===== src/rtl/mil_std_csr_fifo.sv =====
// mil_std_csr_fifo: MIL-STD-1553 CSR block with RX/TX word FIFOs, burst-send engine and combined IRQ
module mil_std_csr_fifo #(
  parameter int RX_DEPTH = 16,
  parameter int TX_DEPTH = 16,
  parameter int ADDR_W = 4
) (
  input  logic              clk_i,
  input  logic              rst_i,
  input  logic [ADDR_W-1:0] amm_address_i,
  input  logic              amm_read_i,
  input  logic              amm_write_i,
  input  logic [15:0]       amm_writedata_i,
  output logic [15:0]       amm_readdata_o,
  input  logic [15:0]       rx_data_i,
  input  logic              rx_sync_c_i,
  input  logic              rx_parity_err_i,
  input  logic              rx_valid_i,
  input  logic              rx_busy_i,
  output logic              rx_en_o,
  output logic [15:0]       tx_data_o,
  output logic              tx_sync_c_o,
  output logic              tx_valid_o,
  input  logic              tx_ready_i,
  input  logic              tx_busy_i,
  output logic              tx_en_o,
  output logic              irq_o
);
  localparam int RA = $clog2(RX_DEPTH);
  localparam int TA = $clog2(TX_DEPTH);
  localparam int L = RA + 1;
  localparam int T = TA + 1;
  typedef enum logic [1:0] {IDLE, DRAIN, WAIT} state_t;
  state_t state, state_n;
  logic [17:0] rx_mem [RX_DEPTH];
  logic [16:0] tx_mem [TX_DEPTH];
  logic [RA-1:0] rx_wp, rx_rp;
  logic [TA-1:0] tx_wp, tx_rp;
  logic [L-1:0] rx_lvl;
  logic [T-1:0] tx_lvl;
  logic rcv_en, rcv_ie, xmt_en, xmt_ie, xmt_sync, trs;
  logic [1:0] rx_vec, rx_vec_n;
  logic [31:0] a;
  logic [15:0] wd, rdata;
  logic [17:0] rx_head;
  logic [16:0] tx_head;
  logic wr0, wr1, wr5, wr6, wr8;
  logic rx_empty, rx_full, rx_pop, rx_push, rx_ovf;
  logic tx_empty, tx_full, tx_pop, tx_push;
  logic xmt_clr, send, trs_set, trs_n, rcv_ie_n, xmt_ie_n;
  assign a = 32'(amm_address_i);
  assign wd = amm_writedata_i;
  assign wr0 = amm_write_i && a == 0;
  assign wr1 = amm_write_i && a == 1;
  assign wr5 = amm_write_i && a == 5;
  assign wr6 = amm_write_i && a == 6;
  assign wr8 = amm_write_i && a == 8;
  assign rx_empty = rx_lvl == '0;
  assign rx_full = rx_lvl == L'(RX_DEPTH);
  assign rx_pop = amm_read_i && a == 2 && !rx_empty;
  // a pop in the same cycle frees the slot, so a full FIFO still accepts the word
  assign rx_push = rx_valid_i && rcv_en && (!rx_full || rx_pop);
  assign rx_ovf = rx_valid_i && rcv_en && rx_full && !rx_pop;
  assign rx_head = rx_empty ? '0 : rx_mem[rx_rp];
  assign tx_empty = tx_lvl == '0;
  assign tx_full = tx_lvl == T'(TX_DEPTH);
  assign tx_head = tx_mem[tx_rp];
  assign tx_valid_o = state == DRAIN;
  assign tx_data_o = tx_valid_o ? tx_head[15:0] : '0;
  assign tx_sync_c_o = tx_valid_o && tx_head[16];
  assign tx_pop = tx_valid_o && tx_ready_i;
  assign tx_push = amm_write_i && a == 7 && !tx_full;
  assign xmt_clr = wr5 && !wd[0];
  assign send = wr5 && wd[0] && wd[2];
  assign rx_en_o = rcv_en;
  assign tx_en_o = xmt_en;
  assign rx_vec_n = (rx_vec & ~(wr1 ? wd[1:0] : 2'b00)) | {rx_ovf, rx_push};
  assign trs_n = (trs && !(wr6 && wd[0])) || trs_set;
  assign rcv_ie_n = wr0 ? wd[1] : rcv_ie;
  assign xmt_ie_n = wr5 ? wd[1] : xmt_ie;
  always_comb begin
    state_n = state;
    trs_set = 1'b0;
    if (xmt_clr) state_n = IDLE;
    else case (state)
      IDLE: if (send) begin
        state_n = tx_empty ? IDLE : DRAIN;
        trs_set = tx_empty;
      end
      DRAIN: if (tx_pop && tx_lvl == T'(1) && !tx_push) state_n = WAIT;
      WAIT: if (!tx_busy_i) begin
        state_n = IDLE;
        trs_set = 1'b1;
      end
      default: state_n = IDLE;
    endcase
  end
  always_comb begin
    rdata = '0;
    case (a)
      0: rdata = {rx_busy_i || !rx_empty, 13'd0, rcv_ie, rcv_en};
      1: rdata = {14'd0, rx_vec};
      2: rdata = rx_head[15:0];
      3: rdata = 16'({rx_lvl, 8'd0}) | {15'd0, rx_head[16]};
      4: rdata = {15'd0, rx_head[17]};
      5: rdata = {state != IDLE || tx_busy_i, 12'd0, state != IDLE, xmt_ie, xmt_en};
      6: rdata = {15'd0, trs};
      8: rdata = 16'({tx_lvl, 8'd0}) | {15'd0, xmt_sync};
      default: rdata = '0;
    endcase
  end
  always_ff @(posedge clk_i) begin
    if (rx_push) rx_mem[rx_wp] <= {rx_parity_err_i, rx_sync_c_i, rx_data_i};
    if (tx_push) tx_mem[tx_wp] <= {xmt_sync, wd};
  end
  always_ff @(posedge clk_i) begin
    if (rst_i) begin
      state <= IDLE;
      rx_wp <= '0;
      rx_rp <= '0;
      rx_lvl <= '0;
      tx_wp <= '0;
      tx_rp <= '0;
      tx_lvl <= '0;
      rcv_en <= 1'b0;
      rcv_ie <= 1'b0;
      xmt_en <= 1'b0;
      xmt_ie <= 1'b0;
      xmt_sync <= 1'b0;
      rx_vec <= '0;
      trs <= 1'b0;
      amm_readdata_o <= '0;
      irq_o <= 1'b0;
    end else begin
      state <= state_n;
      rx_wp <= rx_wp + RA'(rx_push);
      rx_rp <= rx_rp + RA'(rx_pop);
      rx_lvl <= rx_lvl + L'(rx_push) - L'(rx_pop);
      tx_wp <= xmt_clr ? '0 : tx_wp + TA'(tx_push);
      tx_rp <= xmt_clr ? '0 : tx_rp + TA'(tx_pop);
      tx_lvl <= xmt_clr ? '0 : tx_lvl + T'(tx_push) - T'(tx_pop);
      rcv_en <= wr0 ? wd[0] : rcv_en;
      rcv_ie <= rcv_ie_n;
      xmt_en <= wr5 ? wd[0] : xmt_en;
      xmt_ie <= xmt_ie_n;
      xmt_sync <= wr8 ? wd[0] : xmt_sync;
      rx_vec <= rx_vec_n;
      trs <= trs_n;
      amm_readdata_o <= amm_read_i ? rdata : amm_readdata_o;
      irq_o <= (rcv_ie_n && |rx_vec_n) || (xmt_ie_n && trs_n);
    end
  end
endmodule


===== config.mk =====
export PLATFORM = sky130hd
export DESIGN_NAME = mil_std_csr_fifo
export DESIGN_NICKNAME = d
export VERILOG_FILES = /design/src/rtl/mil_std_csr_fifo.sv
export SDC_FILE = /design/constraint.sdc
export NUM_CORES = 1
export LEC_CHECK = 0
export ABC_CLOCK_PERIOD_IN_PS = 3700
export CAP_MARGIN = 10
export CELL_PAD_IN_SITES_DETAIL_PLACEMENT = 0
export CELL_PAD_IN_SITES_GLOBAL_PLACEMENT = 1
export CORE_MARGIN = 2
export CORE_UTILIZATION = 54
export DETAILED_ROUTE_END_ITERATION = 12
export PLACE_DENSITY = 0.88
export SLEW_MARGIN = 5
export SYNTH_ARGS = -nofsm -noshare
export SYNTH_HDL_FRONTEND = slang
export SYNTH_SLANG_ARGS = --single-unit

===== constraint.sdc =====
create_clock -name clk_i -period 3.7 [get_ports clk_i]
set_input_delay 0.37 -clock clk_i [delete_from_list [all_inputs] [get_ports clk_i]]
set_output_delay 0.37 -clock clk_i [all_outputs]
set_load 0.02 [all_outputs]

==> run_results.csv, run 1 <==
group,metric,value,unit
timing,skew,0.0160,ns
clock_tree,cts_buffers,58,
layout,antenna_cells,0,
status,outcome,"finished clean",
worst_setup_path,required,3.33,ns
clock_tree,ctsHtreeMaxLevel,2,
clock_tree,cts_resized,0,
floorplan,core_area,44100,um2
power,power_leakage,8.80,nW
power,vdd.ir_drop.worst,0.481,mV
worst_setup_path,slowest_delay,0.56,ns
placed_design,pre_cts_slack,0.376,ns
worst_setup_path,r2r_start,"rx_lvl[3]",
timing,layout_setup_ws,0.207,ns
layout,final_common_cell,"edfxtp_1",
clock_tree,clock_sinks,613,
synth,async_flop_share,0,
synth,yosys_warnings,0,
floorplan,num_io_pins,83,
synth,synth.distinct_cells,57,
synth,ys_seq_area_frac,0.741,
synth,ys_ff_latch,613,
worst_setup_path,cp_num_buf_inv,2,
detailed_routing,wl_per_cell,27.1,um
grt,overflow,0,
layout,area_growth,16.4,%
placed_design,hpwlAfterDp,30800,um
detailed_routing,ant_nets,0,
synth,syn_area_per_cell,19.9,um2
layout,fill_cells,2945,
worst_setup_path,cp_top_family,"multiplexers",
detailed_routing,drt_first_iter_violations,1530,
layout,regArea,17900,um2
detailed_routing,post-route-drc-count,0,
detailed_routing,postRouteWirelength,54200,um
detailed_routing,dr.pass1.iters,5,
timing,min_period_over_period,0.944,
floorplan,initial_core_util,0.547,
timing,rsz0062_at_grt,"false",
floorplan,die_y,215,um
placed_design,placed_cells,1890,
timing,tns,0,ns
timing,max_freq,0.286,GHz
job,cap_violations,0,
synth,synth_area,24100,um2
timing,period_minus_slack,3.49,ns
floorplan,die_x,215,um
clock_tree,clkLatencyLatePin,0.61,ns
worst_setup_path,crit_top_cell,"mux4_2",
worst_setup_path,r2r_slack,0.47,ns
timing,hold_viol_final,0,
layout,final_nets,1427,
detailed_routing,vias,12300,
worst_setup_path,crit_start,"tx_rp[0]",
floorplan,fp.dieArea,46400,um2
worst_setup_path,end_kind,"primary output",
placed_design,port_buffers,82,
clock_tree,ctsHoldBuffers,0,
layout,multi_input_area,5960,um2
timing,whs,0.411,ns
layout,final_cell_mix,"560 x edfxtp_1, 152 x mux4_2, 82 x clkdlybuf4s50_1",
timing,worst_slew_pin_slew,1.02,ns
timing,final_max_slew_viol_count,0,
grt,grt_pass1_wl,81000,um
layout,drive_gt1_frac,0.248,
layout,postLayoutCoreUtil,0.637,
grt,grt_pass1_vias,12800,
power,power,14.0,mW
detailed_routing,via_per_inst,6.16,
clock_tree,cts-root-buf,"clkbuf_16",
synth,synth-edff-count,560,
synth,synth.top_cell.area_share,0.697,
power,powerDensity,498,nW/um2
worst_setup_path,critPathArrivalTime,3.12,ns
synth,netlist_instances,1214,
floorplan,rows,77,
worst_setup_path,crit_path_max_fanout,31,
placed_design,dpl-instance-area,26100,um2
layout,final_cells,2001,
timing,setup_violations,0,
layout,stdcell_area,28100,um2
synth,synth_area_leaders,"edfxtp_1 70%, mux4_2 14%, dfxtp_1 4.4%",
clock_tree,path_clk_slew,0.06,ns
clock_tree,cts_tree,"done",
grt,antenna_found_initial,0,
clock_tree,cts_buffer_depth,3,
worst_setup_path,crit_slowest_cell,"mux4_2",
timing,max_slew_margin,0.319,
synth,syn_nets,1282,
worst_setup_path,worst-setup-path-type,"flop to primary output",
synth,ys.flop_type,"edfxtp_1",
synth,yosys.area.top_type,"edfxtp_1",
worst_setup_path,path_cells,"buf_12 -> mux4_2 -> mux4_2 -> and2_1 -> clkdlybuf4s50_1",
grt,grt_max_degree,42,
worst_setup_path,cp-start-kind,"flop",
grt,grt_util_all_layers,0.237,
min_path,hold_start,"rx_valid_i",
min_path,hp-class,"input pin to flop",
placed_design,gp_congestion,0.815,
-- cell usage after synthesis (17+ instances only) --
cell type	count
mux4_2	152
ha_1	20
edfxtp_1	560
a21oi_1	27
clkbuf_1	30
dfxtp_1	53
nor3_1	17
nor2_1	59
and2_1	32
mux2i_1	22
nand2_1	26
nor2b_1	21
-- tightest hold or removal path, stage by stage --
cell	delay (ns)
clkdlybuf4s50_1	0.44
nand3_1	0.10
a21oi_1	0.06
-- sequential cells by signal, indices dropped and copies added (netlist names) --
| name | count |
|---|---|
| amm_readdata_o | 16 |
| irq_o | 1 |
| rcv_ie | 1 |
| rx_en_o | 1 |
| rx_lvl | 5 |
| rx_mem | 288 |
| rx_rp | 4 |
| rx_vec | 2 |
| rx_wp | 4 |
| state | 2 |
| trs | 1 |
| tx_en_o | 1 |
| tx_lvl | 5 |
| tx_mem | 272 |
| tx_rp | 4 |
| tx_wp | 4 |
| xmt_ie | 1 |
| xmt_sync | 1 |
-- kinds of logic after synthesis --
kind of cell,share of synthesized area
AOI/OAI and AO/OA,0.0246
xor gates and xnor gates,0.00508
adders and majority gates,0.0120
buffers and inverters,0.0167
DFF,0.741
muxes,0.156
and+or+nand+nor,0.0454
-- power by group --
group / internal, mW / total (mW) / switching, mW
clock network: 3.59 / 6.10 / 2.51
registers: 7.56 / 7.58 / 0.0178
logic: 0.127 / 0.318 / 0.191
-- worst paths after layout --
path | endpoint | cells past startpoint
max | tx_data_o[0] | 5
min | rx_vec[1] | 3
min reg2reg | amm_readdata_o[5] | 1
max reg2reg | rx_lvl[4] | 14
-- final cells by class --
cell class	count	area share
sequential	613	0.637
timing repair buffer	148	0.0517
clock buffer	78	0.0554
multi-input combinational	520	0.212
inverter	18	0.00240
clock inverter	32	0.0152
tap	592	0.0264
-- layer usage --
| metal | track usage | vias to the layer above | wire length [um] |
|---|---|---|---|
| met5 | 0 | - | 0 |
| met4 | 0.0789 | 0 | 1600 |
| met3 | 0.0421 | 95 | 3570 |
| met2 | 0.412 | 558 | 28600 |
| met1 | 0.304 | 6461 | 20400 |
| li1 | - | 5217 | - |
-- timing repair --
item | 4_1_cts | 5_1_grt
endpoints found under the setup margin | 5 | 0
buffers inserted | 1 | 0
hold endpoints to repair | 0 | 0
Note: power is estimated with default switching activity, not from simulation.
==> inputs of run 2 (changes only) <==
- ABC_CLOCK_PERIOD_IN_PS: 3700 -> unset
- SETUP_SLACK_MARGIN: unset -> 0.1
==> results of run 2 <==
Same layout as run 1: the final DEF is identical, and so are final timing and power.
